==> config.mk <==
export PLATFORM = sky130hd
export DESIGN_NAME = mux_8x1_rr
export DESIGN_NICKNAME = d
export VERILOG_FILES = /design/src/rtl/mux_pkg.sv /design/src/rtl/rr_arbiter_8.sv /design/src/rtl/mux_8x1_rr.sv
export SDC_FILE = /design/constraint.sdc
export NUM_CORES = 1
export LEC_CHECK = 0
export CAP_MARGIN = 20
export CORE_ASPECT_RATIO = 0.5
export CORE_MARGIN = 3
export CORE_UTILIZATION = 41
export CTS_BUF_LIST = sky130_fd_sc_hd__clkbuf_8
export DETAILED_ROUTE_END_ITERATION = 8
export MAX_ROUTING_LAYER = met4
export PLACE_DENSITY = 0.8
export SKIP_LAST_GASP = 1
export SLEW_MARGIN = 10
export SYNTH_ARGS = -nofsm -noshare
export SYNTH_HDL_FRONTEND = slang
export SYNTH_SLANG_ARGS = --single-unit
export TNS_END_PERCENT = 5
==> constraint.sdc <==
create_clock -name clk -period 3.59 [get_ports clk]
set_input_delay 0.359 -clock clk [delete_from_list [all_inputs] [get_ports clk]]
set_output_delay 0.359 -clock clk [all_outputs]
set_load 0.1 [all_outputs]
==> src/rtl/mux_pkg.sv <==
// Shared definitions for the 8:1 round-robin output multiplexer.
// Holds the lane count, the lane index type, the output register state
// encoding and the modulo-8 lane increment used by the rotating pointer.
package mux_pkg;

    localparam int N_LANES = 8;

    typedef logic [2:0] lane_idx_t;

    // Output register occupancy: EMPTY means out_valid=0, FULL means out_valid=1
    typedef enum logic {
        ST_EMPTY = 1'b0,
        ST_FULL  = 1'b1
    } out_state_t;

    // Next lane after l, wrapping 7 -> 0 through natural 3-bit overflow
    function automatic lane_idx_t next_lane(input lane_idx_t l);
        return l + lane_idx_t'(1);
    endfunction

endpackage

==> src/rtl/rr_arbiter_8.sv <==
// Rotating-priority search over 8 request lanes.
// The search starts at i_rr_ptr and walks upward modulo 8; the first lane
// with a request wins. Purely combinational: the caller owns the pointer.
module rr_arbiter_8
    import mux_pkg::*;
(
    input  logic [N_LANES-1:0] i_in_valid,
    input  lane_idx_t          i_rr_ptr,
    output logic [N_LANES-1:0] o_grant,
    output lane_idx_t          o_grant_idx,
    output logic               o_any_valid
);

    // Walk lanes rr_ptr, rr_ptr+1, ... and latch the first requester found
    always_comb begin
        lane_idx_t w_lane;
        o_any_valid = 1'b0;
        o_grant_idx = '0;
        w_lane      = '0;
        for (int k = 0; k < N_LANES; k++) begin
            w_lane = i_rr_ptr + lane_idx_t'(k);
            if (!o_any_valid && i_in_valid[w_lane]) begin
                o_any_valid = 1'b1;
                o_grant_idx = w_lane;
            end
        end
        o_grant = o_any_valid
                ? ({{(N_LANES-1){1'b0}}, 1'b1} << o_grant_idx)
                : '0;
    end

endmodule

==> src/rtl/mux_8x1_rr.sv <==
// 8:1 round-robin multiplexer with a one-word registered output stage.
// Each lane offers a word with in_valid/in_ready; the granted lane's word is
// captured into the output register together with its lane index (out_sel).
// Optional build macro MUX_8X1_RR_GRANT_CNT_EN adds grant_cnt, a saturating
// count of completed output handshakes.
//
// Handshake rule for every port: a word moves only on a rising clk edge at
// which that port's valid and ready are both high. in_ready is combinational,
// one-hot or zero, and high only for the granted lane when the output
// register can accept a word (EMPTY, or FULL and being drained this cycle).
module mux_8x1_rr
    import mux_pkg::*;
#(
    parameter int DATA_W = 8
) (
    input  logic                            clk,
    input  logic                            rst_n,
    input  logic [N_LANES-1:0]              in_valid,
    input  logic [N_LANES-1:0][DATA_W-1:0]  in_data,
    output logic [N_LANES-1:0]              in_ready,
    output logic                            out_valid,
    input  logic                            out_ready,
    output logic [DATA_W-1:0]               out_data,
    output logic [2:0]                      out_sel
`ifdef MUX_8X1_RR_GRANT_CNT_EN
    ,
    output logic [15:0]                     grant_cnt
`endif
);

    out_state_t          r_state;
    out_state_t          w_next_state;
    logic [DATA_W-1:0]   r_out_data;
    lane_idx_t           r_out_sel;
    lane_idx_t           r_rr_ptr;

    logic [N_LANES-1:0]  w_grant;
    lane_idx_t           w_grant_idx;
    logic                w_any_valid;
    logic                w_load;
    logic                w_take;
    logic                w_out_hs;

    rr_arbiter_8 u_arb (
        .i_in_valid  (in_valid),
        .i_rr_ptr    (r_rr_ptr),
        .o_grant     (w_grant),
        .o_grant_idx (w_grant_idx),
        .o_any_valid (w_any_valid)
    );

    // Load window and handshakes; in_ready is forced low while reset is held
    always_comb begin
        w_load   = (r_state == ST_EMPTY) || out_ready;
        w_take   = w_load && w_any_valid;
        w_out_hs = (r_state == ST_FULL) && out_ready;
        in_ready = (w_take && rst_n) ? w_grant : '0;
    end

    // Next-state logic for the output register occupancy
    always_comb begin
        w_next_state = r_state;
        if (w_take) begin
            w_next_state = ST_FULL;
        end else if (w_out_hs) begin
            w_next_state = ST_EMPTY;
        end
    end

    // Occupancy state register
    always_ff @(posedge clk or negedge rst_n) begin
        if (!rst_n) begin
            r_state <= ST_EMPTY;
        end else begin
            r_state <= w_next_state;
        end
    end

    // Capture the granted word and advance the pointer past the winner
    always_ff @(posedge clk or negedge rst_n) begin
        if (!rst_n) begin
            r_out_data <= '0;
            r_out_sel  <= '0;
            r_rr_ptr   <= '0;
        end else if (w_take) begin
            r_out_data <= in_data[w_grant_idx];
            r_out_sel  <= w_grant_idx;
            r_rr_ptr   <= next_lane(w_grant_idx);
        end
    end

    assign out_valid = (r_state == ST_FULL);
    assign out_data  = r_out_data;
    assign out_sel   = r_out_sel;

`ifdef MUX_8X1_RR_GRANT_CNT_EN
    logic [15:0] r_grant_cnt;

    // Count completed output handshakes, sticking at all-ones
    always_ff @(posedge clk or negedge rst_n) begin
        if (!rst_n) begin
            r_grant_cnt <= '0;
        end else if (w_out_hs && (r_grant_cnt != 16'hFFFF)) begin
            r_grant_cnt <= r_grant_cnt + 16'd1;
        end
    end

    assign grant_cnt = r_grant_cnt;
`else
    // No handshake counter in this build
`endif

endmodule

Yosys cells after proc, flatten, opt, wreduce, memory -nomap -nowiden
Index checks and enable logic that the tools add are counted.
{ "classes": {"magnitude_cmp": 9, "bitwise_logic": 1, "shift": 1, "muxes": 38, "reduce_logical": 19, "add_sub_neg": 8} }
{ "op_table": {"columns": ["op", "n"], "rows": [
  ["< comparator 3 x 4 -> 1 bit (second input constant)", 9],
  ["binary-select mux 1 bit (select 3 bit)", 8],
  ["binary-select mux 8 bit (select 3 bit)", 1],
  ["2-to-1 mux 3 bit", 8],
  ["2-to-1 mux 8 bit", 3],
  ["2-to-1 mux 1 bit", 18],
  ["adder 3 bit (second input constant)", 4],
  ["logical AND 1 bit", 10],
  ["<< shifter 1 x 3 -> 8 bit (first input constant)", 1],
  ["logical NOT 1 bit", 7],
  ["adder 3 x 1 -> 3 bit (second input constant)", 2],
  ["adder 3 x 2 -> 3 bit (second input constant)", 2],
  ["nonzero test 2 bit", 1],
  ["logical OR 1 bit", 1],
  ["NOT 1 bit", 1]
]} }
{ "totals": {"inputBits": 75, "word_cells": 80, "output_inout_bits": 20, "reg_bits": 15} }

Logic depth before layout (Yosys ltp)
Gate-level depths: netlist (run 1).
{ "depth": {"depth_word": 27, "ltp_mapped": 17} }

By module
From an unflattened synthesis (run 1), not the netlist that was laid out.
{ "unflattened": {"cells_unflattened": 213, "hier_area_um2": 2125.8} }
{ "by_module_without_submodules": {"columns": ["module", "seq_area_each_um2", "area_per_inst_um2", "cells_each", "n_inst"], "rows": [
  ["mux_8x1_rr", 375.4, 1239.9, 116, 1],
  ["rr_arbiter_8", 0.0, 885.8, 97, 1]
]} }

Worst setup path after synthesis (run 1)
No wires, ideal clock.
{ "synth_timing": {"path_type": "register -> output", "start": "register r_rr_ptr[1]", "end": "output in_ready[5]", "stages_incl_launch_ff": 14, "required_ps": 3231, "t_arrival_ps": 7697, "path_slack_ps": -4466, "path_cell_list": "dfrtp_1 buf_2 buf_2 inv_1 ha_1 buf_6 mux4_2 or3b_1 a21o_1 a211o_1 o211a_1 buf_4 buf_2 a2111oi_0"} }
{ "synth_via": {"elab_chain_cells": 27} }
{ "synth_lines": {"columns": ["element", "line", "text"], "rows": [
  ["from (decl)", "mux_8x1_rr.sv:35", "lane_idx_t r_rr_ptr;"],
  ["from (signal assigned)", "mux_8x1_rr.sv:88", "r_rr_ptr <= next_lane(w_grant_idx);"],
  ["branches (longest 26 deep; another with adder 3 x 1 -> 3 bit)", null, null],
  ["2-to-1 mux 8 bit (*)", "mux_8x1_rr.sv:57", "in_ready = (w_take && rst_n) ? w_grant : '0;"],
  ["to (decl)", "mux_8x1_rr.sv:20", "output logic [N_LANES-1:0] in_ready,"]
]} }
Every way passes the cells marked *. The select of a mux whose other input is x is not followed.

Worst setup path in the final report (run 1)
{ "layout_timing": {"start": "register r_rr_ptr[0]", "end": "output in_ready[1]"} }
The elaborated chain is that of the path after synthesis.

==> summary.txt, run 1 <==
Route
  • Met3 Routed Length: 396 um
  • Post-Route M1 WL: 3.338 mm
  • Routed wire length: 7.769 mm
  • Avg WL per Cell: 17.19 um
  • Detailed-route DRC error count: 0
  • Initial DRC count: 200
  • DR pass1 iterations: 4
  • DR vias/cell: 5.723
  • Max Used Layer: met4
  • Vias: 2587
  • Antenna Nets Post-Route: 0
  • Metal2 WL: 3.938 mm

Placement
  • Buffers on Ports: 94
  • DP HPWL: 6.134 mm
  • Setup WS pre-CTS: -0.05828 ns
  • GPL Wtd Cong: 0.8919

Synthesis
  • Seq/Total Area, Yosys: 0.1619
  • Ys async rst share: 1.000
  • Syn avg cell area: 9.021 um2
  • Post-Syn Area: 0.002318 mm2
  • Ys flop type: dfrtp_1
  • Yosys reg bits: 15
  • Yosys cell types: 57
  • Syn Nets: 335
  • Number of synthesized flops with an enable pin: 0
  • Syn. warnings: 0
  • Cell count after synthesis: 257

Floorplan
  • Initial core utilization: 0.4476
  • Row Count: 18
  • Core area: 0.005180 mm2
  • Die height: 59.18 um
  • Die area: 0.006648 mm2
  • IO Pins: 95
  • Die span in x: 112.3 um

Clocking
  • H-tree levels: 1
  • CTS buffer count: 3
  • Clk sink count: 15
  • Clk slew on worst S/H paths: 0.05 ns
  • Clk root buf: clkbuf_8
  • CTS tree: yes
  • CTS Buffer Depth: 2
  • Worst-Skew Late Latency: 0.24 ns

Min path
  • Hold Path Class: input pin to asynchronous set/reset pin

Setup path
  • Startpoint Class: flop
  • Crit-path max FO: 4
  • Data arrival, critical path: 3.35 ns
  • Crit. End Element: output pin
  • Setup CP Type: flop to output pin
  • CP required: 3.23 ns

GRT
  • Overall Global Routing Usage: 0.2465
  • Vias in the first global route: 2690
  • Largest net degree at the start of global routing: 34
  • GR Overflow Total: 0
  • Initial antenna violation count: 0
  • First-pass GRT wire length: 13.08 mm

STA
  • Worst relative slew slack: 0.3239
  • Period utilization: 1.033
  • Final setup viols: 8
  • Final worst slack: -0.1196 ns
  • Pin slew with the least headroom to its limit: 1.011 ns
  • RSZ-0062 raised after global routing: true
  • FMAX: 269.6 MHz
  • Setup total negative slack: -0.6041 ns
  • Fin. Hold Viols: 0
  • Final hold slack: 0.4550 ns
  • Skew final: 0.004482 ns
  • Slew Viols, Final: 0
  • Final Critical Period: 3.710 ns

Flow run
  • Maxcap violations: 0

Cells and area
  • Fraction of layout cells with a size suffix above 1: 0.3403
  • Layout filler cell count: 365
  • Synth-to-layout area growth: 67.03%
  • Diode count: 0
  • Layout Nets: 461

Outcome
  • Outcome: finished, violations left
  • Failing checks: negative setup slack
## critical path, stage by stage (launching register included)
cell and delay (ns):
dfrtp_2 0.43, inv_6 0.04, ha_4 0.29, mux4_2 0.54, mux2_4 0.30, or2_4 0.25, nand3b_1 0.16, o22ai_1 0.14
o211a_1 0.19, inv_2 0.04, or3_4 0.39, a21oi_4 0.15, buf_12 0.19
## sequential cells by signal, indices dropped and copies added, names as in the netlist
name,flops
out_data,8
r_rr_ptr,3
out_valid,1
out_sel,3
## metrics by stage
step,cells,utilization,cell area [um2]
5_1_grt,452,0.7476,3872
4_1_cts,450,0.7370,3817
2_1_floorplan,257,-,2440
3_5_place_dp,441,0.7121,3689
6_report,452,0.7476,3872
3_3_place_gp,441,0.7121,3689
## synthesized netlist by cell type (2+ instances only)
cell,n,share of area
nor3_1,2,0.0043
a21o_1,3,0.0097
a21oi_2,2,0.0076
mux2_2,6,0.029
buf_4,3,0.0097
a22o_1,2,0.0076
nand3b_1,2,0.0065
buf_2,8,0.017
mux2i_1,3,0.013
mux2i_2,2,0.012
mux2_4,10,0.065
mux2_1,3,0.015
inv_1,6,0.0097
a21oi_1,7,0.015
mux4_2,16,0.16
dfrtp_1,15,0.16
xnor2_1,3,0.011
a211o_1,3,0.011
buf_6,5,0.024
nand3_1,41,0.089
nand2b_1,4,0.011
nand4_1,2,0.0054
ha_1,3,0.016
o21ai_0,21,0.045
nand2_1,20,0.032
clkbuf_1,5,0.0081
o211ai_1,16,0.052
and3_1,3,0.0081
nor2_1,11,0.018
o22ai_1,3,0.0081
## kinds of logic after synthesis
group,Yosys count,synth area share
compound gates,72,0.2299
fa+ha+maj,3,0.01619
xor+xnor,4,0.01511
mux,41,0.2984
buf+inv,29,0.07285
flops,15,0.1619
simple gates,93,0.2056
## cells in the final DEF (no fill, tap or decap), drive strengths merged, types with 6 or more instances in the layout
cell type and instances:
mux4 16, inv 8, buf 57, nand3 41, dfrtp 15, mux2i 6
o211ai 16, a21oi 9, mux2 19, o21ai 23, nor2 11, clkdlybuf4s50 86
nand2 21
## layout make-up
| class | count | area [um2] | share of cell area |
|---|---|---|---|
| clock inverters | 1 | 3.754 | 0.0009693 |
| flip-flops and latches | 15 | 379.1 | 0.09790 |
| multi-input cells | 213 | 1927 | 0.4976 |
| inverters | 7 | 33.78 | 0.008724 |
| repair buffers | 143 | 1400 | 0.3616 |
| well taps | 70 | 87.58 | 0.02262 |
| clock buffers | 3 | 41.29 | 0.01066 |
## path summary, 6_finish.rpt
path	start	slack (ns)	cells after the start	end
max in group asynchronous	rst_n	2.93	2	r_rr_ptr[2]
hold / removal	rst_n	0.45	2	r_rr_ptr[1]
min in group clk	out_sel[1]	0.49	1	out_sel[1]
setup / recovery	r_rr_ptr[0]	-0.12	12	in_ready[1]
setup reg to reg	r_rr_ptr[0]	0.09	13	out_data[6]
hold reg to reg	out_sel[1]	0.49	1	out_sel[1]
## per-layer routing
| layer | vias to the layer above | track usage |
|---|---|---|
| met2 | 93 | 0.4539 |
| met5 | - | - |
| met3 | 9 | 0.02039 |
| li1 | 1247 | - |
| met1 | 1238 | 0.3076 |
| met4 | 0 | 0.04110 |
## what timing repair did
action / in CTS / in global routing
hold endpoints to repair: 0 / 0
pin swaps: 10 / 5
resized for setup: 11 / 9
setup endpoints to repair: 8 / 16
hold buffers: 0 / 0
setup buffers: 5 / 2
Power of run 1 is not shown: default switching activity piles up to over one toggle a cycle in this logic, so the estimate is an artifact.
==> run 2: changes to the inputs <==
--- a/config.mk
+++ b/config.mk
@@ -12,7 +12,7 @@
 export CTS_BUF_LIST = sky130_fd_sc_hd__clkbuf_8
 export DETAILED_ROUTE_END_ITERATION = 8
 export MAX_ROUTING_LAYER = met4
-export PLACE_DENSITY = 0.8
+export PLACE_DENSITY = 0.9
 export SKIP_LAST_GASP = 1
 export SLEW_MARGIN = 10
 export SYNTH_ARGS = -nofsm -noshare
==> run 2 against run 1 <==
  * The flow still finishes with violations (negative setup slack)
  * Sequential share of layout area increased by 0.073 points
  * Wire length rose by 13%
  * Worst hold slack worse by 0.027 ns
  * Global-route usage grew 2.5 points
  * Cell count decreased by 1.3%
  * Critical path depth is 1 higher
  * Sequential cell count did not move
  * Non-clock buffer count shrank 6
  * Register-to-register slack worse by 0.11 ns
  * Final area shrank 1.1%
  * Die area is the same
  * Fmax decreased by 2.9%
  * Critical path type unchanged
  * Highest routed layer unchanged
==> summary.txt, run 2 (same netlist as run 1, synthesis figures left out) <==
GRT
  • First-pass GRT wire length: 13.84 mm
  • Initial antenna violation count: 0
  • Overall Global Routing Usage: 0.2713
  • GR Overflow Total: 0
  • Vias in the first global route: 2804
  • Largest net degree at the start of global routing: 34

Setup path
  • Worst reg-to-reg path cell count: 14
  • Crit. End Element: output pin
  • Worst reg2reg path startpoint: r_rr_ptr[0]
  • Startpoint Class: flop
  • R2r setup slk: -0.02 ns
  • Setup CP Type: flop to output pin
  • Data arrival, critical path: 3.46 ns
  • CP required: 3.23 ns
  • Crit-path max FO: 5
  • Reg2reg end: out_data[5]

Route
  • Detailed-route DRC error count: 0
  • Vias: 2746
  • Initial DRC count: 189
  • DR vias/cell: 6.157
  • Avg WL per Cell: 19.60 um
  • DR pass1 iterations: 7
  • Antenna Nets Post-Route: 0
  • Routed wire length: 8.741 mm

Placement
  • Dpl cells: 438
  • Buffers on Ports: 94
  • GPL Wtd Cong: 0.9822
  • Setup WS pre-CTS: -0.1201 ns
  • DP HPWL: 6.559 mm

Clocking
  • Clk root buf: clkbuf_8
  • CTS tree: yes
  • CTS Buffer Depth: 2
  • Worst-Skew Late Latency: 0.26 ns
  • Clk sink count: 15
  • CTS buffer count: 3
  • H-tree levels: 1
  • Clk slew on worst S/H paths: 0.07 ns

Cells and area
  • Max FFs per register: 8
  • Most frequent cells in the layout: clkdlybuf4s50_1, nand3_1, buf_4
  • Post-Layout Cell Count: 446
  • Diode count: 0
  • Commonest non-fill, non-tap cell in the layout: clkdlybuf4s50_1
  • Synth-to-layout area growth: 65.25%
  • Footprint of the multi-input gates: 0.001911 mm2
  • Layout filler cell count: 334
  • Layout Nets: 455
  • Fraction of layout cells with a size suffix above 1: 0.3245
  • Register area: 377.9 um2

Floorplan
  • Row Count: 18
  • Initial core utilization: 0.4476
  • IO Pins: 95
  • Die height: 59.18 um
  • Die area: 0.006648 mm2
  • Core area: 0.005180 mm2
  • Die span in x: 112.3 um

Min path
  • Hold Path Class: input pin to asynchronous set/reset pin

Flow run
  • Maxcap violations: 0

STA
  • Skew final: 0.004250 ns
  • Final Critical Period: 3.822 ns
  • Worst relative slew slack: 0.3158
  • FMAX: 261.7 MHz
  • Final worst slack: -0.2319 ns
  • Period utilization: 1.065
  • Pin slew with the least headroom to its limit: 1.023 ns
  • Slew Viols, Final: 0
  • Fin. Hold Viols: 0
  • Final setup viols: 10
  • RSZ-0062 raised after global routing: true

Outcome
  • Failing checks: negative setup slack
  • Outcome: finished, violations left
run 2: layout make-up:
cell class | count | area share
clock buffer | 3 | 0.01078
clock inverter | 1 | 0.001960
inverter | 7 | 0.008818
multi-input combinational | 213 | 0.4987
sequential | 15 | 0.09863
tap | 70 | 0.02286
timing repair buffer | 137 | 0.3583
run 2: how the worst max path moves through the flow:
stage          depth (start not counted)   startpoint  slack [ns]           to
2_1_floorplan                         13  r_rr_ptr[0]       -0.65  in_ready[5]
3_3_place_gp                          11  in_valid[2]        0.02  in_ready[1]
3_5_place_dp                          11  in_valid[5]       -0.12  in_ready[1]
5_1_grt                               12  r_rr_ptr[0]       -0.35  in_ready[0]
4_1_cts                               12  r_rr_ptr[0]       -0.17  in_ready[0]
6_report                              13  r_rr_ptr[0]       -0.23  in_ready[4]
run 2: metal layers:
layer,wire [um],up-vias,GRT usage
met5,0,-,-
met4,182,0,0.07877
met3,693,19,0.04893
met2,4537,155,0.4869
met1,3327,1338,0.3192
li1,-,1234,-
run 2: critical path, stage by stage, from the launching register on:
cell     delay (ns)
dfrtp_2        0.44
inv_6          0.05
ha_4           0.30
mux4_2         0.58
a21oi_1        0.23
and3_1         0.27
o21ai_2        0.12
nor4b_2        0.27
o22ai_2        0.12
buf_4          0.16
buf_4          0.13
buf_4          0.16
a21oi_2        0.18
buf_12         0.19
run 2: repair_timing:
action                                  in CTS  in global routing
pin swaps                                    8                  8
resized for setup                            7                  5
hold buffers                                 0                  0
setup buffers                                3                  1
endpoints found under the setup margin       8                 16
run 2: through the flow:
stage | hold slack [ns] | cell area [um2] | utilization | setup TNS, ns
after floorplan | 0.06341 | 2440 | - | -4.005
after global placement | 0.4640 | 3696 | 0.7135 | 0
after detailed placement | 0.4773 | 3696 | 0.7135 | -0.6847
after CTS | 0.4337 | 3790 | 0.7316 | -1.009
after global routing | 0.4457 | 3831 | 0.7396 | -3.461
final | 0.4280 | 3831 | 0.7396 | -1.482
Power of run 2 is left out for the same reason.
==> run 3: changes to the inputs <==
--- a/config.mk
+++ b/config.mk
@@ -5,7 +5,6 @@
 export SDC_FILE = /design/constraint.sdc
 export NUM_CORES = 1
 export LEC_CHECK = 0
-export CAP_MARGIN = 20
 export CORE_ASPECT_RATIO = 0.5
 export CORE_MARGIN = 3
 export CORE_UTILIZATION = 41
@@ -13,6 +12,7 @@
 export DETAILED_ROUTE_END_ITERATION = 8
 export MAX_ROUTING_LAYER = met4
 export PLACE_DENSITY = 0.9
+export SKIP_CTS_REPAIR_TIMING = 1
 export SKIP_LAST_GASP = 1
 export SLEW_MARGIN = 10
 export SYNTH_ARGS = -nofsm -noshare
==> run 3 against run 2 <==
  * The flow still finishes with violations (negative setup slack)
  * Sequential cell count stayed put
  * Register-to-register slack hardly changed
  * Setup slack worse by 0.015 ns
  * Critical path depth is 1 lower
  * Utilization hardly changed
  * Via count hardly changed
  * Clock-buffer cell count stayed put
  * Global-route usage is 1.1 points lower
  * First-iteration DRC count is 9.0% lower
  * Clock skew hardly changed
  * Sequential share of layout area hardly changed
==> summary.txt, run 3 (same netlist as run 1, synthesis figures left out) <==
Floorplan
  • IO Pins: 95
  • Core area: 0.005180 mm2
  • Die area: 0.006648 mm2
  • Die span in x: 112.3 um
  • Initial core utilization: 0.4476
  • Die height: 59.18 um
  • Row Count: 18

STA
  • Final setup viols: 9
  • Final Critical Period: 3.837 ns
  • Worst relative slew slack: 0.3202
  • Final worst slack: -0.2471 ns
  • Period utilization: 1.069
  • Skew final: 0.003818 ns
  • Pin slew with the least headroom to its limit: 1.016 ns
  • FMAX: 260.6 MHz
  • RSZ-0062 raised after global routing: true
  • Fin. Hold Viols: 0
  • Slew Viols, Final: 0

Setup path
  • CP required: 3.23 ns
  • Crit path from: r_rr_ptr[0]
  • Crit. End Element: output pin
  • Crit-path max FO: 4
  • Worst reg2reg path startpoint: r_rr_ptr[0]
  • Setup CP Type: flop to output pin
  • Startpoint Class: flop
  • Data arrival, critical path: 3.48 ns

Cells and area
  • Design Area, Final: 0.003834 mm2
  • Most frequent cells in the layout: clkdlybuf4s50_1, nand3_1, buf_4
  • Layout filler cell count: 335
  • Layout Nets: 453
  • Post-Layout Cell Count: 444
  • Fraction of layout cells with a size suffix above 1: 0.3289
  • Max FFs per register: 8
  • Synth-to-layout area growth: 65.35%
  • Commonest non-fill, non-tap cell in the layout: clkdlybuf4s50_1
  • Diode count: 0

Placement
  • Setup WS pre-CTS: -0.1201 ns
  • GPL Wtd Cong: 0.9822
  • Buffers on Ports: 94
  • Dpl cells: 438
  • Dpl cell area: 0.003696 mm2
  • DP HPWL: 6.559 mm

Route
  • Antenna Nets Post-Route: 0
  • Detailed-route DRC error count: 0
  • Vias: 2745
  • Avg WL per Cell: 19.45 um
  • DR vias/cell: 6.182
  • Routed wire length: 8.638 mm
  • DR pass1 iterations: 7
  • Initial DRC count: 172

GRT
  • Initial antenna violation count: 0
  • GR Overflow Total: 0
  • Largest net degree at the start of global routing: 34
  • First-pass GRT wire length: 13.38 mm
  • Vias in the first global route: 2729
  • Overall Global Routing Usage: 0.2602

Clocking
  • H-tree levels: 1
  • Clk root buf: clkbuf_8
  • Clk sink count: 15
  • CTS buffer count: 3
  • CTS Buffer Depth: 2
  • CTS tree: yes
  • Worst-Skew Late Latency: 0.25 ns
  • Clk slew on worst S/H paths: 0.07 ns

Flow run
  • Maxcap violations: 0

Outcome
  • Failing checks: negative setup slack
  • Outcome: finished, violations left

Min path
  • Hold Path Class: input pin to asynchronous set/reset pin
## run 3: changes by cell type in the layout (fill, tap and decap cells not counted), sizes merged
| cell | before | now |
|---|---|---|
| buf | 51 | 49 |
## run 3: layout make-up
cell class	count	area [um2]	area share
tap	70	87.58	0.02285
timing repair buffer	135	1358	0.3541
clock inverter	1	7.507	0.001958
sequential	15	377.9	0.09856
inverter	7	33.78	0.008812
multi-input combinational	213	1928	0.5029
clock buffer	3	41.29	0.01077
## run 3: metal layers
layer	track usage	share of wire	vias up
met5	-	0	-
met4	0.07363	0.022	0
met3	0.05199	0.089	22
met2	0.4522	0.51	160
met1	0.3148	0.38	1328
li1	-	-	1235
## run 3: critical path: stages, from the launching register on
cell	delay [ns]
dfrtp_2	0.43
inv_6	0.06
ha_4	0.31
mux4_2	0.58
mux2_4	0.32
or2_4	0.26
nor3_4	0.18
a211o_1	0.13
o211a_1	0.20
buf_6	0.13
nand4_1	0.23
a21oi_4	0.22
buf_12	0.19
## run 3: final timing paths
check / to / slack, ns / cells after the start
max: in_ready[0] / -0.25 / 12
max reg2reg: out_data[4] / -0.01 / 12
min reg2reg: out_data[7] / 0.49 / 2
max in group asynchronous: r_rr_ptr[0] / 2.94 / 2
min in group clk: out_data[7] / 0.49 / 2
min: out_data[4] / 0.43 / 2
## run 3: per-stage QoR
step / TNS [ns] / hold WS, ns / utilization
final: -1.506 / 0.4302 / 0.7401
after CTS: -1.870 / 0.4337 / 0.7229
after detailed placement: -0.6847 / 0.4773 / 0.7135
after global placement: 0 / 0.4640 / 0.7135
after floorplan: -4.005 / 0.06341 / -
after global routing: -3.383 / 0.4451 / 0.7401
Power of run 3 is left out for the same reason.
